<file path="config.mk">
export PLATFORM = sky130hd
export DESIGN_NAME = dma_ctrl
export DESIGN_NICKNAME = d
export VERILOG_FILES = /design/src/rtl/dma_pkg.sv /design/src/rtl/dma_addr_counter.sv /design/src/rtl/dma_ctrl.sv
export SDC_FILE = /design/constraint.sdc
export NUM_CORES = 1
export LEC_CHECK = 0
export BUFFER_PORTS_ARGS = -buffer_cell sky130_fd_sc_hd__buf_4
export CAP_MARGIN = 0
export CORE_ASPECT_RATIO = 0.8
export CORE_MARGIN = 8
export CORE_UTILIZATION = 37
export CTS_CLUSTER_SIZE = 25
export DETAILED_ROUTE_END_ITERATION = 7
export HOLD_SLACK_MARGIN = 0.1
export PLACE_DENSITY = 0.63
export SYNTH_ARGS = -nofsm -noshare
export SYNTH_HDL_FRONTEND = slang
export SYNTH_SLANG_ARGS = --single-unit
</file>
<file path="constraint.sdc">
create_clock -name clk -period 3.7 [get_ports clk]
set_input_delay 0.37 -clock clk [delete_from_list [all_inputs] [get_ports clk]]
set_output_delay 0.37 -clock clk [all_outputs]
set_load 0.05 [all_outputs]
</file>
<file path="src/rtl/dma_pkg.sv">
// dma_pkg -- shared types and default constants for the DMA controller slice.
//   dma_state_t : controller FSM state encoding
//   DEF_*       : default memory geometry used by dma_ctrl and dma_addr_counter
package dma_pkg;

  localparam int unsigned DEF_DATA_W = 32;
  localparam int unsigned DEF_ADDR_W = 8;
  localparam int unsigned DEF_DEPTH  = 192;

  typedef enum logic [2:0] {
    IDLE,
    READ,
    WAIT,
    WRITE,
    DONE
  } dma_state_t;

endpackage

</file>
<file path="src/rtl/dma_addr_counter.sv">
// dma_addr_counter -- loadable address pointer with remaining-word count.
//   clk, rst  : clock, synchronous active-high reset
//   i_load    : load i_base into the address and i_len into the count
//   i_base    : starting word address
//   i_len     : number of words
//   i_inc     : advance address by one (modulo 2^ADDR_W), count down by one
//   o_addr    : current word address
//   o_count   : words remaining
//   o_last    : current word is the final one
module dma_addr_counter
  import dma_pkg::*;
#(
  parameter int unsigned ADDR_W = DEF_ADDR_W
) (
  input  logic              clk,
  input  logic              rst,
  input  logic              i_load,
  input  logic [ADDR_W-1:0] i_base,
  input  logic [ADDR_W-1:0] i_len,
  input  logic              i_inc,
  output logic [ADDR_W-1:0] o_addr,
  output logic [ADDR_W-1:0] o_count,
  output logic              o_last
);

  logic [ADDR_W-1:0] r_addr;
  logic [ADDR_W-1:0] r_count;

  always_ff @(posedge clk) begin
    if (rst) begin
      r_addr  <= '0;
      r_count <= '0;
    end else if (i_load) begin
      r_addr  <= i_base;
      r_count <= i_len;
    end else if (i_inc) begin
      r_addr  <= r_addr + ADDR_W'(1);
      r_count <= r_count - ADDR_W'(1);
    end
  end

  assign o_addr  = r_addr;
  assign o_count = r_count;
  assign o_last  = (r_count <= ADDR_W'(1));

endmodule

</file>
<file path="src/rtl/dma_ctrl.sv">
// dma_ctrl -- single-channel word-copy DMA engine (read / wait / write per word).
//   clk, rst    : clock, synchronous active-high reset
//   start       : one-cycle request, accepted only in IDLE
//   src_addr    : first source word address
//   dst_addr    : first destination word address
//   len         : words to copy (0 = no transfer)
//   mem_wr      : memory write enable (0 = read)
//   mem_addr    : memory word address
//   mem_wdata   : write data (word buffer)
//   mem_rdata   : read data, valid one cycle after the read address
//   busy        : high in READ, WAIT, WRITE
//   done        : one-cycle completion pulse
//   err         : sticky completion status, cleared by an accepted start
//   words_left  : remaining word count
// Build option: DMA_CTRL_BOUND_CHECK_EN rejects transfers that run past DEPTH.
module dma_ctrl
  import dma_pkg::*;
#(
  parameter int unsigned DATA_W = DEF_DATA_W,
  parameter int unsigned ADDR_W = DEF_ADDR_W,
  parameter int unsigned DEPTH  = DEF_DEPTH
) (
  input  logic              clk,
  input  logic              rst,
  input  logic              start,
  input  logic [ADDR_W-1:0] src_addr,
  input  logic [ADDR_W-1:0] dst_addr,
  input  logic [ADDR_W-1:0] len,
  output logic              mem_wr,
  output logic [ADDR_W-1:0] mem_addr,
  output logic [DATA_W-1:0] mem_wdata,
  input  logic [DATA_W-1:0] mem_rdata,
  output logic              busy,
  output logic              done,
  output logic              err,
  output logic [ADDR_W-1:0] words_left
);

`ifdef DMA_CTRL_BOUND_CHECK_EN
  localparam bit BOUND_CHECK = 1'b1;
`else
  localparam bit BOUND_CHECK = 1'b0;
`endif

  dma_state_t        r_state;
  dma_state_t        w_next;
  logic [DATA_W-1:0] r_buf;
  logic              r_err;

  logic              w_load;
  logic              w_inc;
  logic              w_capture;
  logic              w_reject;
  logic [ADDR_W-1:0] w_load_len;
  logic [ADDR_W:0]   w_src_end;
  logic [ADDR_W:0]   w_dst_end;
  logic [ADDR_W-1:0] w_src_addr;
  logic [ADDR_W-1:0] w_dst_addr;
  logic [ADDR_W-1:0] w_src_count;
  logic [ADDR_W-1:0] w_dst_count;
  logic              w_src_last;
  logic              w_dst_last;

  // src+len > DEPTH is the unwrapped form of src+len-1 > DEPTH-1.
  assign w_src_end  = {1'b0, src_addr} + {1'b0, len};
  assign w_dst_end  = {1'b0, dst_addr} + {1'b0, len};
  assign w_reject   = BOUND_CHECK && (len != '0) &&
                      ((w_src_end > (ADDR_W+1)'(DEPTH)) ||
                       (w_dst_end > (ADDR_W+1)'(DEPTH)));
  assign w_load_len = w_reject ? '0 : len;

  dma_addr_counter #(.ADDR_W(ADDR_W)) u_src_cnt (
    .clk     (clk),
    .rst     (rst),
    .i_load  (w_load),
    .i_base  (src_addr),
    .i_len   (w_load_len),
    .i_inc   (w_inc),
    .o_addr  (w_src_addr),
    .o_count (w_src_count),
    .o_last  (w_src_last)
  );

  dma_addr_counter #(.ADDR_W(ADDR_W)) u_dst_cnt (
    .clk     (clk),
    .rst     (rst),
    .i_load  (w_load),
    .i_base  (dst_addr),
    .i_len   (w_load_len),
    .i_inc   (w_inc),
    .o_addr  (w_dst_addr),
    .o_count (w_dst_count),
    .o_last  (w_dst_last)
  );

  // Both counters advance in lockstep, so their counts and last flags agree.
  assign words_left = (w_src_count > w_dst_count) ? w_src_count : w_dst_count;

  always_ff @(posedge clk) begin
    if (rst) begin
      r_state <= IDLE;
      r_buf   <= '0;
      r_err   <= 1'b0;
    end else begin
      r_state <= w_next;
      if (w_capture) r_buf <= mem_rdata;
      if (w_load)    r_err <= w_reject;
    end
  end

  always_comb begin
    w_next    = r_state;
    w_load    = 1'b0;
    w_inc     = 1'b0;
    w_capture = 1'b0;
    mem_wr    = 1'b0;
    mem_addr  = '0;
    busy      = 1'b0;
    done      = 1'b0;
    unique case (r_state)
      IDLE: begin
        if (start) begin
          w_load = 1'b1;
          w_next = ((len == '0) || w_reject) ? DONE : READ;
        end
      end
      READ: begin
        busy     = 1'b1;
        mem_addr = w_src_addr;
        w_next   = WAIT;
      end
      WAIT: begin
        busy      = 1'b1;
        mem_addr  = w_src_addr;
        w_capture = 1'b1;
        w_next    = WRITE;
      end
      WRITE: begin
        busy     = 1'b1;
        mem_wr   = 1'b1;
        mem_addr = w_dst_addr;
        w_inc    = 1'b1;
        w_next   = (w_src_last || w_dst_last) ? DONE : READ;
      end
      DONE: begin
        done   = 1'b1;
        w_next = IDLE;
      end
      default: w_next = IDLE;
    endcase
  end

  assign mem_wdata = r_buf;
  assign err       = r_err;

endmodule

</file>
-- After elaboration in Yosys (flattened, before gate mapping)
Cells that the tools add are included.
- register bits after elaboration: 67
- bits of input ports: 59
- output and inout bits: 52
- logic and storage cells: 44
- add/sub/neg operators: 4
- magnitude comparators: 3
- eq/ne operators: 5
- muxes and demuxes: 20
- reductions and logical operators: 6
- operator list (cell ; count):
    two-way mux 8 bit ; 9
    adder 8 x 1 -> 8 bit, second input constant ; 2
    less-or-equal comparator 8 x 1 -> 1 bit, second input constant ; 2
    one-hot mux 8 bit (2 select lines) ; 1
    subtractor 8 x 1 -> 8 bit, second input constant ; 2
    one-hot mux 3 bit (4 select lines) ; 1
    two-way mux 3 bit ; 3
    greater-than comparator 8 bit ; 1
    logical NOT 8 bit ; 1
    == test 3 x 2 -> 1 bit, second input constant ; 2
    two-way mux 1 bit ; 6
    == test 3 x 1 -> 1 bit, second input constant ; 1
    == test 3 bit, second input constant ; 1
    logical NOT 3 bit ; 1
    OR reduction 3 bit ; 1
    != test 2 bit, second input constant ; 1
    nonzero test 2 bit ; 1
    OR reduction 2 bit ; 1
    logical OR 1 bit ; 1

-- Logic depth before layout (Yosys ltp)
Gate-level depths: netlist (run 1).
- depth after elaboration: 4
- depth in mapped cells: 8
- mapped depth without buffers: 7

-- Hierarchy
A second synthesis (run 1) with hierarchy kept.
- cell total of the unflattened synthesis: 488
- area total of the unflattened synthesis: 3806.2 µm²
- by module, submodules not included (module ; instances ; cells an instance ; area each (µm²) ; seq. area each (µm²)):
    dma_ctrl ; 1 ; 270 ; 1976.9 ; 700.7
    dma_addr_counter ; 2 ; 109 ; 914.6 ; 320.3

-- Least setup slack after synthesis (run 1)
No wires, ideal clock.
- path kind: register to output
- start: reg u_dst_cnt.r_count[1] (netlist: u_dst_cnt.o_count[1])
- end: out words_left[0]
- arrival time: 2.461 ns
- required time: 3.330 ns
- path slack: 0.869 ns
- stages on the path, launching flop included: 8
- buffers on the path: 0
- cell sequence: dfxtp_1 -> inv_1 -> ha_1 -> nor2b_1 -> o211ai_1 -> a21oi_1 -> o32ai_2 -> mux2i_1
- word-level cells in the longest chain between the ends: 2
- ends and longest elaborated chain (element ; line ; RTL):
    start, declared ; dma_addr_counter.sv:27 ; logic [ADDR_W-1:0] r_count;
    start signal, assigned ; dma_addr_counter.sv:35 ; r_count <= i_len;
    start signal, assigned ; dma_addr_counter.sv:38 ; r_count <= r_count - ADDR_W'(1);
    greater-than comparator 8 bit ; dma_ctrl.sv:97 ; assign words_left = (w_src_count > w_dst_count) ? w_src_count : w_dst_count;
    two-way mux 8 bit ; dma_ctrl.sv:97 ;
    end, declared ; dma_ctrl.sv:36 ; output logic [ADDR_W-1:0] words_left
Every way passes these cells.

-- Final worst setup path (run 1)
- start: reg u_dst_cnt.r_count[1] (netlist: u_dst_cnt.o_count[1])
- end: out words_left[5]
The elaborated chain is that of the path after synthesis.

==> metrics.md, run 1 <==
| Metric | Value |
|---|---|
| Slowest-stage cell, CP | o32ai_2 |
| Final setup viols | 0 |
| Worst clock skew | 0.00509 ns |
| Post-Synthesis Cells | 442 |
| Post-route minimum period | 3.06 ns |
| Fin nets | 609 |
| Worst slack at placement | 0.994 ns |
| Postcts setup bufs | 0 |
| Worst EP arrival | 2.69 ns |
| Crit-path max cell delay | 0.63 ns |
| Max VDD drop | 0.232 mV |
| Clk root buf | clkbuf_16 |
| Via count | 3451 |
| First-pass GRT wire length | 16700 microns |
| Synth Cell Area | 3430 sq um |
| Initial Utilization | 37.9% |
| Total CTS buffers | 9 |
| Synth area leader | dfxtp_1 |
| Met3 Use GR | 5.25% |
| GPL Wtd Cong | 0.837 |
| Layout cells sized above 1 | 28.5% |
| TritonCTS Sinks | 67 |
| Crit Path Max Fanout | 8 |
| Post-cts hold buffer count | 0 |
| CP Capture Type | output pin |
| DR WL/cell | 15.8 microns |
| Port bufs | 109 |
| Core area | 9040 sq um |
| Worst skew pair latency | 0.33 ns |
| Synth cell count leaders | nand2_1, dfxtp_1, a21oi_1 |
| I/O pin cnt | 111 |
| Clock transition at the registers of the reported paths | 0.06 ns |
| Post-CTS sizing | 0 |
| Row cnt | 31 |
| Largest family of logic cells by synthesized area | simple AND/OR/NAND/NOR gates |
| GRT overflow | 0 |
| Critical-path cell list | inv_1 -> ha_1 -> nor2b_1 -> o211ai_1 -> a21oi_1 -> o32ai_2 -> mux2_2 -> buf_4 |
| Htree depth | 3 |
| Synth Area in XOR/XNOR | 1.28% |
| Global routing's busiest layer | met2 |
| Unrepaired setup endpoints after global routing | no |
| Required time of the worst setup path | 3.33 ns |
| Final core utilization | 51.1% |
| Hold crit path type | input pin to register |
| FILL cells | 898 |
| Synth Area per Inst | 7.76 sq um |
| Initial DRC count | 249 |
| Tightest Pin Transition | 1.09 ns |
| Diode count | 0 |
| DRT Pass-1 Iters | 5 |
| Post-synthesis sequential area ratio | 39.1% |
| Antenna violations before repair | 0 |
| Async set or reset register ratio after synthesis | 0% |
| Critical path type | register to output pin |
| Max Freq | 327 MHz |
| Post-route DRC | 0 |
| Hold Violations, Final | 0 |
| Number of synthesized flops with an enable pin | 0 |
| Final wirelength | 10400 microns |
| Post-synthesis mux area share | 5.18% |
| Synth cell types | 44 |
| Ranking of synthesized cells by area | dfxtp_1, nand2_1, a21oi_1, ha_1, nor2_1 |
| Adder-cell share of the synthesized area | 5.11% |
| Detailed placer's ending HPWL | 7550 microns |
| Vias in the first global route | 3361 |
| Antenna-violating nets left | 0 |
| Count of pins over their slew limit | 0 |
| Largest net degree at the start of global routing | 67 |
| PwrDens | 620 nW/um^2 |
| Total global-route track usage | 16.5% |
| Met2 usage | 25.7% |
| CTS tree | yes |
| Post-synth top flop | dfxtp_1 |
| Area grow syn2layout | 34.5% |
| Yosys top cell area share | 39.1% |
| Synth Area in Simple Gates | 23.6% |
| Routed vias/inst | 5.26 |
| Die Area | 12600 sq um |
| Die Wd | 124 microns |
| Final worst slack | 0.644 ns |
| Startpoint types | register |
| YS warnings | 0 |
| Setup TNS | 0 ns |
| Complex-gate fraction of the synthesized area | 20.7% |
| Die Ht | 102 microns |
| Max-cap violations | 0 |
| #FFs+latches synth | 67 |
| Period utilisation layout | 82.6% |
| Clock Tree Buf Depth | 2 |
| Reg2reg setup slack | 1.10 ns |
| Status | completed |
| GR Util met1 | 21.3% |
| LEAKAGE | 1.98 nW |
| Synthesized net count | 515 |
| Cell with the most instances after synthesis | nand2_1 |
| Relative slew slack | 27.3% |
-- placed cells by master (no fill, tap or decap), drive strengths merged, types with 2 or more instances in the layout --
master	n
or3	5
a21oi	55
clkinvlp	2
dfxtp	67
nand2	85
mux2i	2
a221oi	7
or4	2
a31oi	13
nor2	45
ha	14
a211oi	4
o211ai	5
xnor2	4
nand3	10
mux2	14
clkinv	2
o21ai	17
inv	14
buf	113
nand4	5
and3	6
nor4	3
clkbuf	9
a22oi	12
nor3	11
-- worst max-delay path, delay by kind of cell (launching register included) --
kind	cells	cell delay (ns)
AO/OA/AOI/OAI	3	0.87
multiplexers	1	0.41
buffers and inverters	2	0.36
flip-flops	1	0.31
adder cells (fa/ha/maj)	1	0.28
AND/OR/NAND/NOR	1	0.13
-- logic make-up (layout without fill, tap and decap cells) --
family,count (synthesis),count (layout)
adders and majority gates,14,14
other,1,1
buffers and inverters,42,141
DFF,67,67
muxes,16,16
xor gates and xnor gates,5,5
and+or+nand+nor,179,179
AOI/OAI and AO/OA,118,118
-- power breakdown --
part	internal (mW)	switching, mW	total [mW]	leakage [nW]
logic	0.388	0.675	1.06	1.29
registers	0.816	0.118	0.935	0.547
clock network	0.526	0.339	0.865	0.142
total	1.73	1.13	2.86	1.98
-- metal layers --
layer	vias to the layer above	wire length, microns
met3	10	607
met1	1588	4850
met2	103	4820
met4	0	101
li1	1750	-
met5	-	0
-- state kept, by name, summed over array words and instances (netlist names) --
name,cells
mem_wdata,32
u_dst_cnt.o_addr,8
u_src_cnt.o_count,8
u_src_cnt.o_addr,8
u_dst_cnt.o_count,8
r_state,3
-- final timing paths --
check / start / endpoint / cells after the start
setup / recovery: u_dst_cnt.o_count[1]$_SDFFE_PP0P_ / words_left[5] / 8
hold / removal: mem_rdata[17] / mem_wdata[17]$_SDFFE_PP0P_ / 3
setup reg to reg: r_state[1]$_SDFFE_PP0P_ / u_src_cnt.o_count[5]$_SDFFE_PP0P_ / 6
hold reg to reg: mem_wdata[7]$_SDFFE_PP0P_ / mem_wdata[7]$_SDFFE_PP0P_ / 2
-- cell type report --
cell class                      count  area [sq um]  area share [%]
Multi-Input combinational cell    333          1930            41.9
Sequential cell                    67          1340            29.1
Timing Repair Buffer              113           848            18.4
Clock buffer                        9           225            4.88
Tap cell                          115           144            3.12
Clock inverter                      7          76.3            1.65
Inverter                           12          45.0           0.976
-- stage by stage --
step / cells / power, mW / hold WS (ns) / instance area, sq um
after CTS: 656 / 2.89 / 0.277 / 4610
after detailed placement: 640 / 2.01 / 0.448 / 4310
final: 656 / 2.86 / 0.283 / 4610
after floorplan: 442 / 1.70 / 0.454 / 3430
after global routing: 656 / 3.02 / 0.274 / 4610
after global placement: 640 / 2.00 / 0.442 / 4310
No activity file was read; power rests on OpenSTA's default activity.
==> run 2: changes to the inputs <==
clock period = 3 ns   (was 3.7 ns; I/O delays follow)
==> run 2 against run 1 <==
  * Utilization is 0.40 points higher
  * Clock-buffer cell count stayed put
  * First-iteration DRC count is 12% lower
  * Global-route usage is 0.29 points lower
  * Non-clock buffer count is 3 higher
  * Via count is 0.84% lower
  * Final cell count is 0.46% higher
  * Worst setup slack worse by 0.34 ns
  * Largest cell class unchanged
  * Design area is 0.79% higher
  * Combinational power is 25% higher
  * Sequential power is 23% higher
  * Critical path type unchanged
  * Sequential share of layout area is 0.23 points lower
==> metrics.md, run 2 (synthesis results as in run 1) <==
| Metric | Value |
|---|---|
| Status | completed (unchanged) |
| Vias in the first global route | 3221 (was 3361) |
| Final core utilization | 51.5% (was 51.1%) |
| Multi-input logic area | 1930 sq um (unchanged) |
| I/O pin cnt | 111 (unchanged) |
| Design Area, Final | 4650 sq um (was 4610 sq um) |
| Row cnt | 31 (unchanged) |
| CP startpoint | u_dst_cnt.o_count[1]$_SDFFE_PP0P_ (unchanged) |
| Required time of the worst setup path | 2.70 ns (was 3.33 ns) |
| Unrepaired setup endpoints after global routing | no (unchanged) |
| Crit Path Max Fanout | 8 (unchanged) |
| Diode count | 0 (unchanged) |
| Tightest Pin Transition | 1.10 ns (was 1.09 ns) |
| TritonCTS Sinks | 67 (unchanged) |
| R2r worst-path depth | 4 (was 6) |
| GRT overflow | 0 (unchanged) |
| Layout cells sized above 1 | 28.9% (was 28.5%) |
| Reg area | 1340 sq um (unchanged) |
| Post-route minimum period | 2.70 ns |
| Setup TNS | 0 ns (unchanged) |
| Fin nets | 612 (was 609) |
| Antenna violations before repair | 0 (unchanged) |
| Dpl cell area | 4350 sq um (was 4310 sq um) |
| Hold path depth | 3 (unchanged) |
| Startpoint types | register (unchanged) |
| Final setup viols | 0 (unchanged) |
| Slowest-stage cell, CP | mux2_2 (was o32ai_2) |
| End of the worst register-to-register path | mem_wdata[12]$_SDFFE_PP0P_ (was u_src_cnt.o_count[5]$_SDFFE_PP0P_) |
| Largest register FFs | 32 (unchanged) |
| Max-cap violations | 0 (unchanged) |
| Routed vias/inst | 5.19 (was 5.26) |
| GPL Wtd Cong | 0.880 (was 0.837) |
| Largest net degree at the start of global routing | 67 (unchanged) |
| Most common cell after layout, fill and taps aside | buf_4 (unchanged) |
| Clock Tree Buf Depth | 2 (unchanged) |
| Total CTS buffers | 9 (unchanged) |
| Critical path type | register to output pin (unchanged) |
| Initial DRC count | 220 (was 249) |
| CTS tree | yes (unchanged) |
| Die Area | 12600 sq um (unchanged) |
| First-pass GRT wire length | 16500 microns (was 16700 microns) |
| Reg2reg setup slack | 0.68 ns (was 1.10 ns) |
| CP Capture Type | output pin (unchanged) |
| Placed cells | 643 (was 640) |
| Max Freq | 371 MHz |
| Worst clock skew | 0.00539 ns (was 0.00509 ns) |
| Critical R2R Launch | r_state[1]$_SDFFE_PP0P_ (unchanged) |
| Antenna-violating nets left | 0 (unchanged) |
| Total global-route track usage | 16.2% (was 16.5%) |
| Count of pins over their slew limit | 0 (unchanged) |
| Port bufs | 109 (unchanged) |
| Die Ht | 102 microns (unchanged) |
| Initial Utilization | 37.9% (unchanged) |
| Area grow syn2layout | 35.6% (was 34.5%) |
| Worst EP arrival | 2.40 ns (was 2.69 ns) |
| Hold crit path type | input pin to register (unchanged) |
| DR WL/cell | 15.7 microns (was 15.8 microns) |
| Clock transition at the registers of the reported paths | 0.06 ns (about the same) |
| Hold Violations, Final | 0 (unchanged) |
| Clk root buf | clkbuf_16 (unchanged) |
| Detailed placer's ending HPWL | 7570 microns (was 7550 microns) |
| Period utilisation layout | 89.9% |
| FILL cells | 866 (was 898) |
| Post-cts hold buffer count | 0 (unchanged) |
| Max VDD drop | 0.366 mV (was 0.232 mV) |
| DRT Pass-1 Iters | 5 (unchanged) |
| Hold path start | dst_addr[4] (was mem_rdata[17]) |
| Post-route DRC | 0 (unchanged) |
| Htree depth | 3 (unchanged) |
| Worst slack at placement | 0.638 ns (was 0.994 ns) |
| Final hold slack | 0.220 ns (was 0.283 ns) |
| Pwr Total | 3.54 mW (was 2.86 mW) |
| Via count | 3422 (was 3451) |
| Layout Cells excl Fill | 659 (was 656) |
| Post-CTS sizing | 0 (unchanged) |
| Postcts setup bufs | 0 (unchanged) |
| PwrDens | 762 nW/um^2 (was 620 nW/um^2) |
| Final wirelength | 10300 microns (was 10400 microns) |
| CP most frequent cell | buf_4 |
| Core area | 9040 sq um (unchanged) |
| Most frequent cells in the layout | buf_4, nand2_1, dfxtp_1, a21oi_1, nor2_1 (unchanged) |
| Worst skew pair latency | 0.32 ns (was 0.33 ns) |
| LEAKAGE | 2.00 nW (was 1.98 nW) |
| Hold endpoint | u_dst_cnt.o_addr[4]$_SDFFE_PP0P_ (was mem_wdata[17]$_SDFFE_PP0P_) |
| Crit-path max cell delay | 0.35 ns (was 0.63 ns) |
| Final worst slack | 0.303 ns (was 0.644 ns) |
| Relative slew slack | 26.8% (was 27.3%) |
| Die Wd | 124 microns (unchanged) |
| Critical-path cell list | inv_1 -> ha_1 -> nor2b_1 -> o211ai_1 -> a21oi_1 -> o32ai_2 -> buf_4 -> mux2_2 -> buf_4 (was inv_1 -> ha_1 -> nor2b_1 -> o211ai_1 -> a21oi_1 -> o32ai_2 -> mux2_2 -> buf_4) |
run 2: cell types whose count changed in the layout (fill, tap and decap cells not counted), sizes merged:
cell,previous run,this run
buf,113,116
clkinvlp,2,1
inv,14,13
clkinv,2,4
run 2: final cells by class:
| class | count | area share, % |
|---|---|---|
| Clock buffer | 9 | 4.84 |
| Clock inverter | 7 | 1.67 |
| Inverter | 12 | 0.969 |
| Multi-Input combinational cell | 333 | 41.6 |
| Sequential cell | 67 | 28.8 |
| Tap cell | 115 | 3.09 |
| Timing Repair Buffer | 116 | 19.0 |
run 2: worst max-delay path by stage:
stage,to
after global placement,words_left[5]
after global routing,words_left[7]
after floorplan,words_left[0]
after CTS,words_left[7]
final,words_left[7]
after detailed placement,words_left[7]
run 2: where the power goes:
| group | leakage, nW | internal, mW | switching [mW] |
|---|---|---|---|
| clock network | 0.146 | 0.649 | 0.409 |
| logic | 1.30 | 0.499 | 0.833 |
| registers | 0.547 | 1.01 | 0.148 |
| total | 2.00 | 2.15 | 1.39 |
run 2: critical path, delay by kind of cell, from the launching register on:
family	cells	cell delay, ns
compound gates	3	0.46
fa+ha+maj	1	0.27
buf+inv	3	0.55
flops	1	0.31
mux	1	0.35
simple gates	1	0.13
run 2: routing by layer:
layer  wire [microns]  track usage [%]
met4               61             3.97
met2             4720             25.2
met1             4740             21.3
met5                0                0
met3              812             4.97
==> run 3: changes to the inputs <==
CORE_UTILIZATION = 51   (was 37)
PLACE_DENSITY = 0.82   (was 0.63)
==> run 3 against run 2 <==
  * First-iteration DRC count up 31%
  * Clock skew up 0.0017 ns
  * Power down 11%
  * Sequential cell count unchanged
  * Register-to-register slack better by 0.02 ns
  * Via count up 3.8%
  * Critical path depth unchanged
  * Global-route usage up 4.4 points
  * Design area down 3.7%
  * Combinational power about the same
  * Highest routed layer unchanged
==> metrics.md, run 3 (synthesis results as in run 1) <==
| Metric | Value |
|---|---|
| Final wirelength | 10200 microns (was 10300 microns) |
| TritonCTS Sinks | 67 (unchanged) |
| GRT overflow | 0 (unchanged) |
| Core area | 6440 sq um (was 9040 sq um) |
| I/O pin cnt | 111 (unchanged) |
| Total CTS buffers | 9 (unchanged) |
| Layout cells sized above 1 | 28.9% (unchanged) |
| Slowest-stage cell, CP | mux2_2 (unchanged) |
| Count of pins over their slew limit | 0 (unchanged) |
| Die Wd | 108 microns (was 124 microns) |
| Largest register FFs | 32 (unchanged) |
| Diode count | 0 (unchanged) |
| Final setup viols | 0 (unchanged) |
| Post-route minimum period | 2.72 ns (was 2.70 ns) |
| Worst clock skew | 0.00710 ns (was 0.00539 ns) |
| Total global-route track usage | 20.6% (was 16.2%) |
| Setup TNS | 0 ns (unchanged) |
| Worst skew pair latency | 0.35 ns (was 0.32 ns) |
| Largest net degree at the start of global routing | 67 (unchanged) |
| DR WL/cell | 16.2 microns (was 15.7 microns) |
| Most common cell after layout, fill and taps aside | buf_4 (unchanged) |
| Clock Tree Buf Depth | 2 (unchanged) |
| Unrepaired setup endpoints after global routing | no (unchanged) |
| Vias in the first global route | 3285 (was 3221) |
| Clk root buf | clkbuf_8 (was clkbuf_16) |
| GPL Wtd Cong | 0.906 (was 0.880) |
| Die Area | 9620 sq um (was 12600 sq um) |
| Die Ht | 89.3 microns (was 102 microns) |
| Hold Violations, Final | 0 (unchanged) |
| Worst path top cell family by delay | buffers and inverters (unchanged) |
| Crit-path max cell delay | 0.35 ns (about the same) |
| Tightest Pin Transition | 1.02 ns (was 1.10 ns) |
| Htree depth | 3 (unchanged) |
| CTS tree | yes (unchanged) |
| Relative slew slack | 31.6% (was 26.8%) |
| Clock transition at the registers of the reported paths | 0.07 ns (was 0.06 ns) |
| Max-cap violations | 0 (unchanged) |
| Pwr Total | 3.14 mW (was 3.54 mW) |
| First-pass GRT wire length | 16100 microns (was 16500 microns) |
| Initial DRC count | 289 (was 220) |
| Critical path type | register to output pin (unchanged) |
| Postcts setup bufs | 0 (unchanged) |
| Final worst slack | 0.277 ns (was 0.303 ns) |
| Most frequent cells in the layout | buf_4, nand2_1, dfxtp_1, a21oi_1, nor2_1 (unchanged) |
| Worst slack at placement | 0.654 ns (was 0.638 ns) |
| Post-route DRC | 0 (unchanged) |
| Initial Utilization | 53.2% (was 37.9%) |
| Antenna violations before repair | 0 (unchanged) |
| Row cnt | 26 (was 31) |
| DRT Pass-1 Iters | 5 (unchanged) |
| Max VDD drop | 0.376 mV (was 0.366 mV) |
| Routed vias/inst | 5.66 (was 5.19) |
| Crit Path Max Fanout | 8 (unchanged) |
| Port bufs | 109 (unchanged) |
| CP most frequent cell | buf_4 (unchanged) |
| Post-cts hold buffer count | 0 (unchanged) |
| Crit path buf inv count | 3 (unchanged) |
| Antenna-violating nets left | 0 (unchanged) |
| Max Freq | 367 MHz (was 371 MHz) |
| Via count | 3553 (was 3422) |
| Status | completed (unchanged) |
| CP Capture Type | output pin (unchanged) |
| Post-CTS sizing | 0 (unchanged) |
| Required time of the worst setup path | 2.70 ns (about the same) |
| Detailed placer's ending HPWL | 7480 microns (was 7570 microns) |
| Startpoint types | register (unchanged) |
| Period utilisation layout | 90.8% (was 89.9%) |
| Critical-path cell list | inv_1 -> ha_1 -> nor2b_1 -> o211ai_1 -> a21oi_1 -> o32ai_2 -> buf_4 -> mux2_2 -> buf_4 (unchanged) |
| Fin nets | 612 (unchanged) |
| Area grow syn2layout | 30.6% (was 35.6%) |
| Hold crit path type | input pin to register (unchanged) |
| PwrDens | 701 nW/um^2 (was 762 nW/um^2) |
| LEAKAGE | 1.93 nW (was 2.00 nW) |
| Worst EP arrival | 2.42 ns (was 2.40 ns) |
[run 3: routing by layer]
layer  GRT usage (%)  vias up  share of wire, %  routed length, microns
met2            33.1      168                47                    4820
met1            25.9     1627                41                    4230
li1                -     1746                 -                       -
met5               0        -                 0                       0
met3            5.62       12               9.9                    1010
met4            7.91        0               1.3                     128
[run 3: final cells by class]
| type | count | area, sq um |
|---|---|---|
| Fill cell | 537 | 1960 |
| Multi-Input combinational cell | 333 | 1930 |
| Sequential cell | 67 | 1340 |
| Timing Repair Buffer | 116 | 883 |
| Clock buffer | 9 | 124 |
| Tap cell | 84 | 105 |
| Clock inverter | 7 | 45.0 |
| Inverter | 12 | 45.0 |
[run 3: path summary, 6_finish.rpt]
check | from | to | slack (ns) | depth (start not counted)
setup / recovery | u_dst_cnt.o_count[1]$_SDFFE_PP0P_ | words_left[4] | 0.28 | 9
hold / removal | mem_rdata[8] | mem_wdata[8]$_SDFFE_PP0P_ | 0.20 | 3
hold reg to reg | mem_wdata[31]$_SDFFE_PP0P_ | mem_wdata[31]$_SDFFE_PP0P_ | 0.46 | 2
setup reg to reg | r_state[1]$_SDFFE_PP0P_ | mem_wdata[30]$_SDFFE_PP0P_ | 0.70 | 4
[run 3: report_power, final]
group          switching [mW]  internal [mW]  leakage, nW
clock network           0.350          0.294       0.0770
registers               0.148           1.01        0.547
logic                   0.842          0.500         1.30
total                    1.34           1.80         1.93
[run 3: metrics by stage]
stage | utilization (%) | area, sq um | std cells | hold slack, ns
after floorplan | - | 3430 | 442 | 0.436
after global placement | 66.9 | 4310 | 612 | 0.443
after detailed placement | 66.9 | 4310 | 612 | 0.447
after CTS | 69.5 | 4480 | 628 | 0.180
after global routing | 69.5 | 4480 | 628 | 0.185
final | 69.5 | 4480 | 628 | 0.199
[run 3: tightest hold or removal path: stages]
cell and delay [ns]:
buf_4 0.11, nand2_1 0.04, a21oi_1 0.05
